--- src/rtl/wb_arbiter_if.sv ---
// rtl/wb_arbiter_if.sv - bus bundle for the writeback arbiter
//
// Purpose: groups the port-A, port-B and register-file write signals of
// wb_arbiter so they travel as a single interface.
//
// Signals:
//   a_valid/a_rd/a_data   ALU result (master -> arbiter), no backpressure
//   a_stall               arbiter asks upstream to hold port A
//   b_valid/b_rd/b_data   long-latency result (master -> arbiter)
//   b_ready               arbiter FIFO can accept a port-B item
//   w_en/w_reg/w_data     registered register-file write port
//   fifo_count            port-B FIFO occupancy
//   proto_err             sticky: a_valid seen while a_stall was high
//
// Modports: master drives the producer inputs, slave is the arbiter side.

interface wb_arbiter_if #(
  parameter int DEPTH = 4,
  parameter int XLEN  = 64
);
  logic                     a_valid;
  logic [4:0]               a_rd;
  logic [XLEN-1:0]          a_data;
  logic                     a_stall;
  logic                     b_valid;
  logic                     b_ready;
  logic [4:0]               b_rd;
  logic [XLEN-1:0]          b_data;
  logic                     w_en;
  logic [4:0]               w_reg;
  logic [XLEN-1:0]          w_data;
  logic [$clog2(DEPTH):0]   fifo_count;
  logic                     proto_err;

  modport master (
    output a_valid, a_rd, a_data, b_valid, b_rd, b_data,
    input  a_stall, b_ready, w_en, w_reg, w_data, fifo_count, proto_err
  );

  modport slave (
    input  a_valid, a_rd, a_data, b_valid, b_rd, b_data,
    output a_stall, b_ready, w_en, w_reg, w_data, fifo_count, proto_err
  );
endinterface

--- src/rtl/wb_arbiter.sv ---
// rtl/wb_arbiter.sv - two-port writeback arbiter for the register file
//
// Purpose: port A (single-cycle ALU results) always wins; port B
// (long-latency results) is buffered in a DEPTH-entry FIFO and written
// whenever A is idle. A starvation counter raises a_stall so that buffered
// port-B items are guaranteed to drain under a sustained A stream.
//
// Ports:
//   clk   rising-edge clock
//   rst   asynchronous active-high reset
//   bus   wb_arbiter_if.slave (port A, port B, write port, status)
//
// Parameters: DEPTH (FIFO entries, power of two >= 2), XLEN (data width),
// STARVE_MAX (FIFO-head losses to A before a_stall, >= 1). DEPTH and XLEN
// must match the parameters of the connected interface instance.
//
// Build option: WB_FIFO_BYPASS_EN - when defined, a port-B item arriving at
// an empty, idle arbiter goes straight to the write register (1-cycle
// latency) instead of through the FIFO.

module wb_arbiter #(
  parameter int DEPTH      = 4,
  parameter int XLEN       = 64,
  parameter int STARVE_MAX = 8
) (
  input logic         clk,
  input logic         rst,
  wb_arbiter_if.slave bus
);

  localparam int PW = $clog2(DEPTH);
  localparam int CW = PW + 1;
  localparam int SW = $clog2(STARVE_MAX + 1);

  // FIFO storage is not reset; validity is tracked by count/pointers only.
  logic [4:0]      mem_rd_q   [DEPTH];
  logic [XLEN-1:0] mem_data_q [DEPTH];

  logic [PW-1:0]   wr_ptr_q, wr_ptr_d;
  logic [PW-1:0]   rd_ptr_q, rd_ptr_d;
  logic [CW-1:0]   count_q, count_d;
  logic [SW-1:0]   starve_q, starve_d;
  logic            a_stall_q, a_stall_d;
  logic            proto_err_q, proto_err_d;
  logic            w_en_q, w_en_d;
  logic [4:0]      w_reg_q, w_reg_d;
  logic [XLEN-1:0] w_data_q, w_data_d;

  logic fifo_empty;
  logic fifo_full;
  logic b_ready;
  logic a_win;
  logic b_hs;
  logic push;
  logic pop;
  logic bypass;

  // Handshake and selection decode. b_ready only looks at registered count
  // (and rst), so there is no input-to-ready combinational path.
  always_comb begin
    fifo_empty = (count_q == '0);
    fifo_full  = (count_q == CW'(DEPTH));
    b_ready    = !rst && !fifo_full;
    a_win      = bus.a_valid && (bus.a_rd != 5'd0);
    b_hs       = bus.b_valid && b_ready;
    pop        = !a_win && !fifo_empty;
`ifdef WB_FIFO_BYPASS_EN
    bypass     = fifo_empty && !a_win && b_hs && (bus.b_rd != 5'd0);
`else
    bypass     = 1'b0;
`endif
    // rd=0 items complete the handshake but are never stored.
    push       = b_hs && (bus.b_rd != 5'd0) && !bypass;
  end

  // FIFO pointer/count update.
  always_comb begin
    wr_ptr_d = wr_ptr_q;
    rd_ptr_d = rd_ptr_q;
    count_d  = count_q;
    if (push) begin
      wr_ptr_d = wr_ptr_q + PW'(1);
    end
    if (pop) begin
      rd_ptr_d = rd_ptr_q + PW'(1);
    end
    case ({push, pop})
      2'b10:   count_d = count_q + CW'(1);
      2'b01:   count_d = count_q - CW'(1);
      default: count_d = count_q;
    endcase
  end

  // Write-port register: A first, then FIFO head, then bypass. When nothing
  // is selected w_reg/w_data keep their last values.
  always_comb begin
    w_en_d   = 1'b0;
    w_reg_d  = w_reg_q;
    w_data_d = w_data_q;
    if (a_win) begin
      w_en_d   = 1'b1;
      w_reg_d  = bus.a_rd;
      w_data_d = bus.a_data;
    end else if (pop) begin
      w_en_d   = 1'b1;
      w_reg_d  = mem_rd_q[rd_ptr_q];
      w_data_d = mem_data_q[rd_ptr_q];
    end else if (bypass) begin
      w_en_d   = 1'b1;
      w_reg_d  = bus.b_rd;
      w_data_d = bus.b_data;
    end
  end

  // Starvation tracking. The counter saturates at STARVE_MAX; a_stall is a
  // registered view of "counter saturated or FIFO full", so it rises one
  // cycle after either condition and falls one cycle after both clear.
  always_comb begin
    starve_d = starve_q;
    if (fifo_empty || pop) begin
      starve_d = '0;
    end else if (a_win && (starve_q != SW'(STARVE_MAX))) begin
      starve_d = starve_q + SW'(1);
    end
    a_stall_d   = (starve_q == SW'(STARVE_MAX)) || fifo_full;
    proto_err_d = proto_err_q || (bus.a_valid && a_stall_q);
  end

  always_ff @(posedge clk or posedge rst) begin
    if (rst) begin
      wr_ptr_q    <= '0;
      rd_ptr_q    <= '0;
      count_q     <= '0;
      starve_q    <= '0;
      a_stall_q   <= 1'b0;
      proto_err_q <= 1'b0;
      w_en_q      <= 1'b0;
      w_reg_q     <= '0;
      w_data_q    <= '0;
    end else begin
      wr_ptr_q    <= wr_ptr_d;
      rd_ptr_q    <= rd_ptr_d;
      count_q     <= count_d;
      starve_q    <= starve_d;
      a_stall_q   <= a_stall_d;
      proto_err_q <= proto_err_d;
      w_en_q      <= w_en_d;
      w_reg_q     <= w_reg_d;
      w_data_q    <= w_data_d;
    end
  end

  always_ff @(posedge clk) begin
    if (push) begin
      mem_rd_q[wr_ptr_q]   <= bus.b_rd;
      mem_data_q[wr_ptr_q] <= bus.b_data;
    end
  end

  assign bus.a_stall    = a_stall_q;
  assign bus.b_ready    = b_ready;
  assign bus.w_en       = w_en_q;
  assign bus.w_reg      = w_reg_q;
  assign bus.w_data     = w_data_q;
  assign bus.fifo_count = count_q;
  assign bus.proto_err  = proto_err_q;

endmodule
--- src/flat_wrapper.sv ---
// flat-port wrapper written by rule: the top's interface ports become plain ports
module wb_arbiter_flat 
#(
  parameter int DEPTH      = 4,
  parameter int XLEN       = 64,
  parameter int STARVE_MAX = 8
)
  (clk, rst, bus_a_valid, bus_a_rd, bus_a_data, bus_b_valid, bus_b_rd, bus_b_data, bus_a_stall, bus_b_ready, bus_w_en, bus_w_reg, bus_w_data, bus_fifo_count, bus_proto_err);
  wb_arbiter_if #(.DEPTH(DEPTH), .XLEN(XLEN)) bus_i ();
  input logic clk;
  input logic rst;
  input wire logic [$bits(bus_i.a_valid)-1:0] bus_a_valid;
  input wire logic [$bits(bus_i.a_rd)-1:0] bus_a_rd;
  input wire logic [$bits(bus_i.a_data)-1:0] bus_a_data;
  input wire logic [$bits(bus_i.b_valid)-1:0] bus_b_valid;
  input wire logic [$bits(bus_i.b_rd)-1:0] bus_b_rd;
  input wire logic [$bits(bus_i.b_data)-1:0] bus_b_data;
  output wire logic [$bits(bus_i.a_stall)-1:0] bus_a_stall;
  output wire logic [$bits(bus_i.b_ready)-1:0] bus_b_ready;
  output wire logic [$bits(bus_i.w_en)-1:0] bus_w_en;
  output wire logic [$bits(bus_i.w_reg)-1:0] bus_w_reg;
  output wire logic [$bits(bus_i.w_data)-1:0] bus_w_data;
  output wire logic [$bits(bus_i.fifo_count)-1:0] bus_fifo_count;
  output wire logic [$bits(bus_i.proto_err)-1:0] bus_proto_err;
  assign bus_i.a_valid = bus_a_valid;
  assign bus_i.a_rd = bus_a_rd;
  assign bus_i.a_data = bus_a_data;
  assign bus_i.b_valid = bus_b_valid;
  assign bus_i.b_rd = bus_b_rd;
  assign bus_i.b_data = bus_b_data;
  assign bus_a_stall = bus_i.a_stall;
  assign bus_b_ready = bus_i.b_ready;
  assign bus_w_en = bus_i.w_en;
  assign bus_w_reg = bus_i.w_reg;
  assign bus_w_data = bus_i.w_data;
  assign bus_fifo_count = bus_i.fifo_count;
  assign bus_proto_err = bus_i.proto_err;
  wb_arbiter #(.DEPTH(DEPTH), .XLEN(XLEN), .STARVE_MAX(STARVE_MAX)) u_core (.clk(clk), .rst(rst), .bus(bus_i));
endmodule
--- config.mk ---
export PLATFORM = sky130hd
export DESIGN_NAME = wb_arbiter_flat
export DESIGN_NICKNAME = d
export VERILOG_FILES = /design/src/rtl/wb_arbiter_if.sv /design/src/rtl/wb_arbiter.sv /design/src/flat_wrapper.sv
export SDC_FILE = /design/constraint.sdc
export NUM_CORES = 1
export LEC_CHECK = 0
export CAP_MARGIN = 20
export CORE_MARGIN = 4
export CORE_UTILIZATION = 41
export CTS_CLUSTER_DIAMETER = 30
export DETAILED_ROUTE_END_ITERATION = 8
export HOLD_SLACK_MARGIN = 0.15
export PLACE_DENSITY = 0.72
export SYNTH_ARGS = -nofsm -noshare
export SYNTH_HDL_FRONTEND = slang
export SYNTH_SLANG_ARGS = --single-unit
--- constraint.sdc ---
create_clock -name clk -period 3.5 [get_ports clk]
set_input_delay 0.525 -clock clk [delete_from_list [all_inputs] [get_ports clk]]
set_output_delay 0.525 -clock clk [all_outputs]
set_load 0.02 [all_outputs]
# After elaboration in Yosys (flattened, before gate mapping)
# Memories as Yosys holds them, arrays and structs flattened.
# Cells that the tools add are included.
# word_totals
register_bits,83
ramBits,276
in_bits,142
out_inout_bits,76
elab_cells,52
n_memories,2
# mem_list
memory,depth,width,rd,rd_ports_with_merged_regs,write_ports,line,text
u_core.mem_data_q,4,64,1,0,1,wb_arbiter.sv:37,logic [XLEN-1:0] mem_data_q [DEPTH];
u_core.mem_rd_q,4,5,1,0,1,wb_arbiter.sv:36,logic [4:0] mem_rd_q [DEPTH];
# classes
n_addsub,5
eq_ne,5
n_mux,11
reduce_logical,20
# op_table
op,count
two-way mux 64 bit,2
two-way mux 5 bit,2
nonzero test 5 bit,2
two-way mux 4 bit,2
logical AND 1 bit,7
case mux 3 bit (2 select lines),1
nonzero test 2 bit,3
"adder 2 x 1 -> 2 bit, second input constant",2
"adder 4 x 1 -> 4 bit, second input constant",1
"equality test 4 bit, second input constant",1
logical NOT 1 bit,4
two-way mux 1 bit,4
"!= test 4 bit, second input constant",1
"adder 3 x 1 -> 3 bit, second input constant",1
"equality test 3 bit, second input constant",1
logical NOT 3 bit,1
logical OR 1 bit,3
"subtractor 3 x 1 -> 3 bit, second input constant",1
"equality test 2 x 1 -> 1 bit, second input constant",1
"equality test 2 bit, second input constant",1

# Depth between registers and ports, before layout
# depth
depth_word,7
depth_mapped,10
ltp_nobuf,10

# Least setup slack after synthesis
# Ideal clock, no wire load.
# synth_timing
kind,register -> register
from,"reg u_core.count_q[1], in the netlist u_core.bus.fifo_count[1]"
to,"mem u_core.mem_data_q[0][0], enable pin"
arrival_time_ns,3.028
required_ns,3.065
setup_slack_ns,0.038
stages_incl_launch_ff,5
path_buffers,0
cell_sequence,dfrtp_1 -> nor2_1 -> a21oi_1 -> o311a_1 -> and2_1
# synth_via
elab_chain_cells,7
# synth_rtl
element,line,text
"start, declared",wb_arbiter.sv:41,"logic [CW-1:0] count_q, count_d;"
"start signal, assigned",wb_arbiter.sv:143,count_q <= count_d;
equality test 3 bit,wb_arbiter.sv:62,fifo_full = (count_q == CW'(DEPTH));
logical NOT 1 bit,wb_arbiter.sv:63,b_ready = !rst && !fifo_full;
logical AND 1 bit,wb_arbiter.sv:63,
via bus_b_ready,flat_wrapper.sv:19,output wire logic [$bits(bus_i.b_ready)-1:0] bus_b_ready;
logical AND 1 bit,wb_arbiter.sv:65,b_hs = bus.b_valid && b_ready;
logical AND 1 bit,wb_arbiter.sv:73,push = b_hs && (bus.b_rd != 5'd0) && !bypass;
two-way mux 1 bit,wb_arbiter.sv:154,if (push) begin
two-way mux 1 bit (not written as such),wb_arbiter.sv:156,mem_data_q[wr_ptr_q] <= bus.b_data;
"end, declared",wb_arbiter.sv:37,
# The timed path passes the listed nets, and every way through them passes these cells.

# Worst setup path in the final report
# layout_timing
from,"reg u_core.count_q[1], in the netlist u_core.bus.fifo_count[1]"
to,out bus_b_ready
# layout_via
elab_chain_cells,3
# layout_rtl
element,line
equality test 3 bit,wb_arbiter.sv:62
logical NOT 1 bit,wb_arbiter.sv:63
logical AND 1 bit,wb_arbiter.sv:63
"end, declared",flat_wrapper.sv:19
# Every way passes these cells.

==> results.txt <==
- The flow ran to the end, and the final reports show no timing, DRC or antenna violations.
- Sum of net half-perimeters after detailed placement: approximately 18,000 um
- Post-CTS timing repair inserted 0 buffers for setup.
- The die is around 190 um tall.
- TritonCTS created 71 clock buffers.
* Register clock-pin slew on the reported worst setup and hold paths: roughly 0.05 ns
- Pin count of the biggest net entering global routing: 145
- The H-tree was split into 3 levels.
- The number of nets in the synthesized netlist is between 900 and 1k.
- The first global-routing pass estimated 47,900 um of wire.
- TritonCTS built the clock tree.
* Sequential-to-total area share from yosys stat: 75.5%
- More flip-flops sit in one register than any other, and that register is u_core.mem_data_q.
* Clock Sinks: roughly 360
- CTS Buffer Depth: 3
* CP endpoint kind: output port
- The worst setup path is launched from a flip-flop.
- After detailed routing, the average wire length per cell comes to approximately 20 um.
- The share of total power dissipated in sequential elements is between 30% and 40%.
- Number of warnings reported in the yosys synthesis log: 0
* Post-synth top area cell: sky130_fd_sc_hd__edfxtp_1
- Final sum of negative setup slack: 0 ns
- Count of cell types in the netlist: 27
* Time the final worst path needs with I/O delays and setup: approximately 2.5 ns
- The die covers around 36,000 um^2.
- By startpoint and endpoint, the worst setup path is classified as reg -> out.
- The count of pins over their slew limit is 0.
- Synthesized instance count: just over 800
- The worst path uses 72.7% of the clock period.
- The die is 191 um wide.
- R2R Setup Slk: around 1.1 ns
- Site Rows: 66
- FF+latch count, synth: roughly 360
- Avg Synthesized Cell Area: 17.0 um^2
- In the final design database the tool counted about 1.2k nets.
* Fraction of post-synthesis cell area in the top cell type by area: about 60%
* Critical path data required time: around 3.0 ns
- After detailed routing, the number of remaining DRC violations is 0.
- Crit-path max FO: 6
- Worst Path Arrival: 2.02 ns
- The tightest min-delay check is of the in -> async type.
- Switching portion of total power: 28.2%
* Gates resized, CTS repair: 0
- The share of total power dissipated in the clock network is 41.7%.
* Number of antenna-violating nets in the routed design: 0
- The layout has approximately 2.5k filler cells.
- Internal power comes to roughly 12 mW.
* Number of hold-slack violations in the final timing report: 0
* Initial Util: 41.9%
* Antenna diode count: 0
* Max IR drop VDD: ~410 uV
- The largest single stage delay on the critical path is 0.65 ns.
* Power per unit of standard cell area: 886 nW/um^2
- The number of antenna violations at the first check in global routing is 0.
- Unrepaired setup endpoints after global routing: false
- Clock Tree Root: sky130_fd_sc_hd__clkbuf_16
- # IOs: approximately 220
* Via count of the first global-routing pass: slightly below 9k
* Routability Congestion: a little over 0.7
- Post-synthesis to final-layout area growth: 38.6%
- Port buffering added approximately 220 buffers.
* First-pass DRT Iterations: 5
- Timing would allow up to about 390 MHz.
- Cell leakage power: 6.80 nW
- In the final layout, the share of cells above drive strength 1 is between 15 and 20%.
- Core ar.: around 33,000 um^2
- Across the run, the number of max-cap violations was 0.
- Across every metal layer, demand over resource in global routing totals roughly 17%.
- Clock insertion delay at the later pin of the skew report: about 0.56 ns
- Measured against its own limit, the worst slew margin works out to a little under 60%.
- Top cells by area in the synthesized netlist: sky130_fd_sc_hd__edfxtp_1, sky130_fd_sc_hd__dfrtp_1, sky130_fd_sc_hd__mux4_2
- Traced cell by cell, the critical path runs through nor2_1, a21oi_1, clkdlybuf4s50_1.
* Total of endpoints with negative setup slack in the final report: 0
- The finished cells cover ~19,000 um^2.
* Placed inst area: around 16,000 um^2
* Switching component of the power: approximately 4.8 mW
- The first routing iteration left 460 violations.
- The synthesized netlist occupies a cell area of 13,700 um^2.
* Ratio of routed vias to standard cells: slightly above 5
- Worst setup skew after layout: about 0.020 ns
- For this design, the CTS-stage hold fixing added 0 buffers.
- Slew of the pin with the lowest slew margin: approximately 0.63 ns
- Combinational logic burns a little under a quarter of the power.
- Flip-flop count of the largest register after layout: about 260
- The final route contains roughly 7.9k vias.
- The slowest stage of the critical path belongs to the cell sky130_fd_sc_hd__clkdlybuf4s50_1.
* Post-Route WL: between 30,000 and 40,000 um
- Remaining global-route overflow: 0
## critical path: cells and delay by family, from the launching register on
family          cells  cell delay [ns]
buf+inv             1             0.65
flops               1             0.46
compound gates      1             0.26
simple gates        1             0.11
## kinds of logic (layout without fill, tap and decap cells)
kind of cell / count (synthesis) / in the layout / share of synthesized area (%)
fa+ha+maj: 8 / 8 / 0.784
flops: 359 / 359 / 75.5
simple gates: 229 / 229 / 6.52
xor+xnor: 9 / 9 / 0.574
mux: 70 / 70 / 11.4
compound gates: 75 / 75 / 3.48
buf+inv: 56 / 372 / 1.76
## final cells by class
type	count	area (um^2)	area share [%]
clock buffer	83	1940	10.2
clock inverter	47	607	3.19
inverter	9	36.3	0.191
multi-input combinational	391	3150	16.6
sequential	359	10400	54.5
tap	442	553	2.90
timing repair buffer	233	2380	12.5
## synth_stat cells
cell,n
sky130_fd_sc_hd__or3_1,2
sky130_fd_sc_hd__xor2_1,5
sky130_fd_sc_hd__a21oi_1,2
sky130_fd_sc_hd__inv_1,9
sky130_fd_sc_hd__mux2_2,1
sky130_fd_sc_hd__nand3b_1,1
sky130_fd_sc_hd__or4_1,1
sky130_fd_sc_hd__nand2_1,141
sky130_fd_sc_hd__a21o_1,1
sky130_fd_sc_hd__mux4_2,69
sky130_fd_sc_hd__and2_1,5
sky130_fd_sc_hd__o21ai_2,1
sky130_fd_sc_hd__dfrtp_1,83
sky130_fd_sc_hd__edfxtp_1,276
sky130_fd_sc_hd__buf_4,1
sky130_fd_sc_hd__o21ai_0,1
sky130_fd_sc_hd__ha_1,7
sky130_fd_sc_hd__buf_2,22
sky130_fd_sc_hd__nor3_1,5
sky130_fd_sc_hd__xnor2_1,4
sky130_fd_sc_hd__a32oi_1,2
sky130_fd_sc_hd__a31oi_1,67
sky130_fd_sc_hd__nor2_1,70
sky130_fd_sc_hd__o311a_1,1
sky130_fd_sc_hd__nand3_1,4
sky130_fd_sc_hd__clkbuf_1,24
sky130_fd_sc_hd__fa_1,1
## stage by stage
stage	util, %	instances	power [mW]	setup slack (ns)	hold slack, ns
5_1_grt	58.1	1564	17.7	0.858	0.397
2_1_floorplan	-	806	8.28	0.0375	0.534
3_3_place_gp	50.3	1434	9.94	0.490	0.439
3_5_place_dp	50.3	1434	9.99	0.453	0.444
6_report	58.1	1564	16.9	0.954	0.369
4_1_cts	58.1	1564	17.1	0.923	0.353
## worst paths after layout
check                                          from                        to  cells past startpoint
max                        u_core.bus.fifo_count[1]               bus_b_ready                      3
min                                             rst       u_core.bus.w_reg[4]                      2
max reg2reg                u_core.bus.fifo_count[1]  u_core.mem_data_q[3][43]                      5
min reg2reg                    u_core.bus.proto_err      u_core.bus.proto_err                      1
max in group asynchronous                       rst     u_core.bus.w_data[63]                      3
min in group clk               u_core.bus.proto_err      u_core.bus.proto_err                      1
## layer usage
metal	track usage, %	share of wire, %	vias to the layer above
met4	5.17	1.4	0
li1	-	-	3624
met2	29.1	51	227
met5	0	0	-
met1	21.4	41	4041
met3	4.16	6.3	33
## placed cells by master, fill, tap and decap left out, types with 8 or more instances in the layout
master,Yosys,layout
sky130_fd_sc_hd__inv_1,9,8
sky130_fd_sc_hd__bufinv_16,0,11
sky130_fd_sc_hd__clkinv_2,0,9
sky130_fd_sc_hd__nand2_1,141,141
sky130_fd_sc_hd__buf_4,1,9
sky130_fd_sc_hd__clkbuf_16,0,75
sky130_fd_sc_hd__dfrtp_1,83,81
sky130_fd_sc_hd__nor2_1,70,70
sky130_fd_sc_hd__edfxtp_1,276,276
sky130_fd_sc_hd__mux4_2,69,69
sky130_fd_sc_hd__clkinvlp_4,0,10
sky130_fd_sc_hd__a31oi_1,67,67
sky130_fd_sc_hd__clkdlybuf4s50_1,0,217
## power by group through the flow
stage / registers (mW) / logic [mW] / clock network, mW
final: 5.82 / 4.01 / 7.03
after global routing: 5.92 / 4.36 / 7.39
after CTS: 5.84 / 4.10 / 7.16
after detailed placement: 5.90 / 4.09 / 0
after global placement: 5.88 / 4.06 / 0
after floorplan: 6.08 / 2.20 / 0
Power figures use the tool's default switching activity.
